`src/rtl/unary_pkg.sv`:
```
// rtl/unary_pkg.sv - shared types and width helpers for the unary datapath stages
package unary_pkg;

    typedef enum logic {
        IDLE  = 1'b0,
        COUNT = 1'b1
    } udec_state_t;

    localparam int UNARY_DEFAULT_BIN_BITS = 4;

    // One extra bit so a full-scale sum of two BIN_BITS operands still fits
    function automatic int cnt_bits_for(input int bin_bits);
        return bin_bits + 1;
    endfunction

endpackage

```
`src/rtl/unary_run_counter.sv`:
```
// rtl/unary_run_counter.sv - run-length counter; saturates under UNARY_DEC_SATURATE_EN, wraps otherwise
module unary_run_counter #(
    parameter int CNT_BITS = 5
) (
    input  logic                clk,
    input  logic                reset_n,
    input  logic                clr_i,
    input  logic                inc_i,
    output logic [CNT_BITS-1:0] count_o,
    output logic                sat_hit_o
);

    logic [CNT_BITS-1:0] count_q;
    logic [CNT_BITS-1:0] count_d;

    // clr together with inc loads 1: a frame that opens on a high cycle counts it
    always_comb begin
        count_d   = count_q;
        sat_hit_o = 1'b0;
        if (clr_i) begin
            count_d = inc_i ? CNT_BITS'(1) : '0;
        end else if (inc_i) begin
`ifdef UNARY_DEC_SATURATE_EN
            if (&count_q) begin
                sat_hit_o = 1'b1;
            end else begin
                count_d = count_q + 1'b1;
            end
`else
            count_d = count_q + 1'b1;
`endif
        end
    end

    always_ff @(posedge clk or negedge reset_n) begin
        if (!reset_n) begin
            count_q <= '0;
        end else begin
            count_q <= count_d;
        end
    end

    assign count_o = count_q;

endmodule

```
`src/rtl/unary_to_binary_decoder.sv`:
```
// rtl/unary_to_binary_decoder.sv - unary run to binary count with valid/ready result and sticky flags
// Optional counter saturation: UNARY_DEC_SATURATE_EN
module unary_to_binary_decoder
    import unary_pkg::*;
#(
    parameter int BIN_BITS = UNARY_DEFAULT_BIN_BITS,
    parameter int CNT_BITS = cnt_bits_for(BIN_BITS)
) (
    input  logic                clk,
    input  logic                reset_n,
    input  logic                start,
    input  logic                in,
    output logic [CNT_BITS-1:0] out_data,
    output logic                out_valid,
    input  logic                out_ready,
    output logic                proto_err,
    output logic                overrun,
    input  logic                clear_err
);

    udec_state_t         state_q, state_d;
    logic [CNT_BITS-1:0] out_data_q, out_data_d;
    logic                out_valid_q, out_valid_d;
    logic                proto_err_q, proto_err_d;
    logic                overrun_q, overrun_d;

    logic                cnt_clr;
    logic                cnt_inc;
    logic [CNT_BITS-1:0] count;
    logic                sat_hit;
    logic                close;
    logic [CNT_BITS-1:0] result;
    logic                proto_set;
    logic                drop;

    unary_run_counter #(
        .CNT_BITS (CNT_BITS)
    ) u_run_counter (
        .clk       (clk),
        .reset_n   (reset_n),
        .clr_i     (cnt_clr),
        .inc_i     (cnt_inc),
        .count_o   (count),
        .sat_hit_o (sat_hit)
    );

    // A start while counting aborts the frame and reopens it exactly as from IDLE
    always_comb begin
        state_d   = state_q;
        cnt_clr   = 1'b0;
        cnt_inc   = 1'b0;
        close     = 1'b0;
        result    = '0;
        proto_set = 1'b0;
        case (state_q)
            IDLE: begin
                if (start) begin
                    cnt_clr = 1'b1;
                    if (in) begin
                        cnt_inc = 1'b1;
                        state_d = COUNT;
                    end else begin
                        close = 1'b1;
                    end
                end else if (in) begin
                    proto_set = 1'b1;
                end
            end
            COUNT: begin
                if (start) begin
                    proto_set = 1'b1;
                    cnt_clr   = 1'b1;
                    if (in) begin
                        cnt_inc = 1'b1;
                    end else begin
                        close   = 1'b1;
                        state_d = IDLE;
                    end
                end else if (in) begin
                    cnt_inc = 1'b1;
                end else begin
                    close   = 1'b1;
                    result  = count;
                    cnt_clr = 1'b1;
                    state_d = IDLE;
                end
            end
            default: state_d = IDLE;
        endcase
    end

    // A same-cycle accept frees the register, so a closing frame can replace it
    always_comb begin
        out_data_d  = out_data_q;
        out_valid_d = out_valid_q;
        drop        = 1'b0;
        if (close) begin
            if (!out_valid_q || out_ready) begin
                out_data_d  = result;
                out_valid_d = 1'b1;
            end else begin
                drop = 1'b1;
            end
        end else if (out_valid_q && out_ready) begin
            out_valid_d = 1'b0;
        end
        proto_err_d = proto_set | (proto_err_q & ~clear_err);
        overrun_d   = drop | sat_hit | (overrun_q & ~clear_err);
    end

    always_ff @(posedge clk or negedge reset_n) begin
        if (!reset_n) begin
            state_q     <= IDLE;
            out_data_q  <= '0;
            out_valid_q <= 1'b0;
            proto_err_q <= 1'b0;
            overrun_q   <= 1'b0;
        end else begin
            state_q     <= state_d;
            out_data_q  <= out_data_d;
            out_valid_q <= out_valid_d;
            proto_err_q <= proto_err_d;
            overrun_q   <= overrun_d;
        end
    end

    assign out_data  = out_data_q;
    assign out_valid = out_valid_q;
    assign proto_err = proto_err_q;
    assign overrun   = overrun_q;

endmodule

```
`config.mk`:
```
export PLATFORM = sky130hd
export DESIGN_NAME = unary_to_binary_decoder
export DESIGN_NICKNAME = d
export VERILOG_FILES = /design/src/rtl/unary_pkg.sv /design/src/rtl/unary_run_counter.sv /design/src/rtl/unary_to_binary_decoder.sv
export SDC_FILE = /design/constraint.sdc
export NUM_CORES = 1
export LEC_CHECK = 0
export BUFFER_PORTS_ARGS = -buffer_cell sky130_fd_sc_hd__buf_2
export CORE_UTILIZATION = 46
export CTS_BUF_LIST = sky130_fd_sc_hd__clkbuf_4 sky130_fd_sc_hd__clkbuf_8 sky130_fd_sc_hd__clkbuf_16
export CTS_CLUSTER_SIZE = 14
export DETAILED_ROUTE_END_ITERATION = 6
export PLACE_DENSITY_LB_ADDON = 0.3
export SYNTH_ARGS = -nofsm -noshare
export SYNTH_HDL_FRONTEND = slang
export SYNTH_SLANG_ARGS = --single-unit
```
`constraint.sdc`:
```
create_clock -name clk -period 1.3 [get_ports clk]
set_input_delay 0.26 -clock clk [delete_from_list [all_inputs] [get_ports clk]]
set_output_delay 0.26 -clock clk [all_outputs]
set_load 0.1 [all_outputs]
```
==> impl_metrics.env <==
export IMPL_run_status="complete, no violations"
export IMPL_port_buffers=13
export IMPL_nNetsFinal=90
export IMPL_nFillCells=99
export IMPL_gp_congestion=0.880
export IMPL_path_class="register to register"
export IMPL_p_leak_nw=0.425
export IMPL_multi_input_area_um2=273
export IMPL_ys_ff_latch=14
export IMPL_maxSlewViolCount=0
export IMPL_die_area_um2=1620
export IMPL_place_detailed_instances=92
export IMPL_cts_resized=0
export IMPL_skew_ns=0.00131
export IMPL_synth_fp_nets=71
export IMPL_cts_htree_levels=1
export IMPL_yosys_area_top_type="dfrtp_1"
export IMPL_ff_latch_area_um2=354
export IMPL_setup_viol=0
export IMPL_end_kind="register"
export IMPL_die_h_um=40.3
export IMPL_first_pass_iters=3
export IMPL_numCtsBuffers=3
export IMPL_routed_wl_um=1300
export IMPL_hold_viol=0
export IMPL_ys_seq_area_share_pct=52.0
export IMPL_wl_per_cell_um=13.4
export IMPL_grt_pass1_vias=491
export IMPL_whs_ns=0.190
export IMPL_p_per_area_nw_per_um2=1110
export IMPL_start_util_pct=50.5
export IMPL_die_w_um=40.3
export IMPL_cp_start_kind="register"
export IMPL_p_comb_share_pct=23.5
export IMPL_fmax_mhz=808
export IMPL_num_rows=13
export IMPL_grt_max_degree=15
export IMPL_final_cells=97
export IMPL_route_detailed_drc=0
export IMPL_cts_max_path_buffers=2
export IMPL_crit_fanout=4
export IMPL_cts_tree="built"
export IMPL_path_clk_slew_ns=0.09
export IMPL_core_um2=1330
export IMPL_power_w=0.00103
export IMPL_via_count=504
export IMPL_viasPerCell=5.20
export IMPL_final_common_cell="dfrtp_1"
export IMPL_min_period_ns=1.24
export IMPL_netlist_instances=64
export IMPL_p_int_w=0.000719
export IMPL_antenna_found_initial=0
export IMPL_maxSlewHeadroom_pct=78.3
export IMPL_grt_pass1_wl_um=2080
export IMPL_cp_arrival_ns=1.44
export IMPL_antennaDiodeCount=0
export IMPL_worst_pin_slew_ns=0.326
export IMPL_seq_power_share_pct=46.5
export IMPL_drtAntennaViolNets=0
export IMPL_yosys_top_cells_area="dfrtp_1 52%, mux2i_1 5.9%, inv_1 4.5%"
export IMPL_clkPwrFrac_pct=29.9
export IMPL_ir_drop_mv=0.752
export IMPL_rsz0062_at_grt="no"
export IMPL_hold_path_class="primary input to register"
export IMPL_cts_root_buf="clkbuf_4"
export IMPL_grt_overflow_total=0
export IMPL_yosys_cell_types_count=23
export IMPL_cts_setup_buffers=0
export IMPL_ios=14
export IMPL_dp_hpwl_um=944
export IMPL_cts_sinks=14
export IMPL_finalCritPeriodShare_pct=95.2
export IMPL_final_cell_mix="13 x dfrtp_1, 8 x inv_1, 8 x buf_12, 7 x nand2_1, 5 x buf_2"
export IMPL_synth_top_area_share_pct=52.0
export IMPL_critical_path_required_ns=1.50
export IMPL_insertion_delay_ns=0.27
export IMPL_grt_usage_pct=19.8
export IMPL_synth_warning_count=0
export IMPL_drive_above_1_share_pct=30.5
export IMPL_maxCapViolations=0
export IMPL_area_delta_synth_final_pct=38.1
export IMPL_syn_area_per_cell_um2=10.5
export IMPL_dr_first_iter_drc_count=4
export IMPL_netSwitchingFraction_pct=30.4
export IMPL_p_switching_w=0.000314
export IMPL_syn_area_um2=673
## state kept, by name, summed over array words and instances, names as in the netlist
signal                 flops
out_data                   5
proto_err                  1
out_valid                  1
overrun                    1
state_q                    1
u_run_counter.count_o      5
## cells in the mapped netlist
| master | n |
|---|---|
| or3_1 | 1 |
| xor2_1 | 2 |
| nand2_1 | 7 |
| nor2_1 | 4 |
| o22ai_1 | 1 |
| mux2_4 | 1 |
| nand2b_1 | 2 |
| ha_1 | 1 |
| dfrtp_1 | 14 |
| nor2b_1 | 1 |
| o21ai_0 | 3 |
| mux2i_1 | 4 |
| a21oi_1 | 4 |
| clkbuf_2 | 1 |
| o32ai_1 | 1 |
| o2111ai_1 | 1 |
| inv_1 | 8 |
| nor2_4 | 1 |
| buf_6 | 2 |
| nor3b_4 | 1 |
| nor3b_1 | 1 |
| nand3_1 | 2 |
| a21o_1 | 1 |
## cell families (layout without fill, tap and decap cells)
family / Yosys count / count (layout) / share of synthesized area (%)
buffers and inverters: 11 / 29 / 8.55
muxes: 5 / 5 / 8.18
DFF: 14 / 14 / 52.0
AOI/OAI and AO/OA: 11 / 11 / 9.85
and+or+nand+nor: 20 / 20 / 16.9
xor gates and xnor gates: 2 / 2 / 2.60
adders and majority gates: 1 / 1 / 1.86
## metrics by stage
stage | instance area [um2] | setup TNS [ns] | util [%] | setup slack (ns)
2_1_floorplan | 684 | -0.322 | - | -0.196
3_3_place_gp | 883 | 0 | 66.2 | 0.108
3_5_place_dp | 883 | 0 | 66.2 | 0.0689
4_1_cts | 930 | 0 | 69.7 | 0.0502
5_1_grt | 930 | 0 | 69.7 | 0.00159
6_report | 930 | 0 | 69.7 | 0.0623
## what timing repair did
item | CTS | global route
hold buffers | 1 | 0
hold endpoints to repair | 14 | 0
setup endpoints to repair | 0 | 0
## routing by layer
metal | vias up | track usage [%] | routed length [um]
li1 | 249 | - | -
met1 | 244 | 24.2 | 604
met2 | 9 | 33.5 | 641
met3 | 2 | 5.00 | 46
met4 | 0 | 7.50 | 10
met5 | - | 0 | 0
## final cells by class
| cell class | instances | share of cell area (%) |
|---|---|---|
| tap | 15 | 2.02 |
| timing repair buffer | 17 | 23.4 |
| clock buffer | 4 | 3.90 |
| sequential | 14 | 38.1 |
| multi-input combinational | 39 | 29.3 |
| inverter | 8 | 3.23 |
## critical path: stages (launching register included)
cell and delay (ns):
dfrtp_4 0.51, nand2b_4 0.08, nor3b_4 0.21, buf_4 0.18, mux2i_1 0.18
## path summary, 6_finish.rpt
check                              end  slack [ns]  cells after the start         from
hold / removal                 overrun        0.19                      2    clear_err
hold reg to reg            out_data[2]        0.57                      2  out_data[2]
min in group asynchronous  out_data[1]        0.41                      2      reset_n
setup reg to reg           out_data[4]        0.06                      4    out_valid
setup / recovery           out_data[4]        0.06                      4    out_valid
max in group asynchronous    out_valid        0.62                      2      reset_n
## power by group through the flow
stage	clock (W)	sequential [W]	combinational [W]
floorplan	0	0.000567	0.0000745
global placement	0	0.000488	0.000237
detailed placement	0	0.000489	0.000241
CTS	0.000321	0.000481	0.000244
global route	0.000339	0.000483	0.000256
finish	0.000309	0.000481	0.000243
No activity file was read; power rests on OpenSTA's default activity.
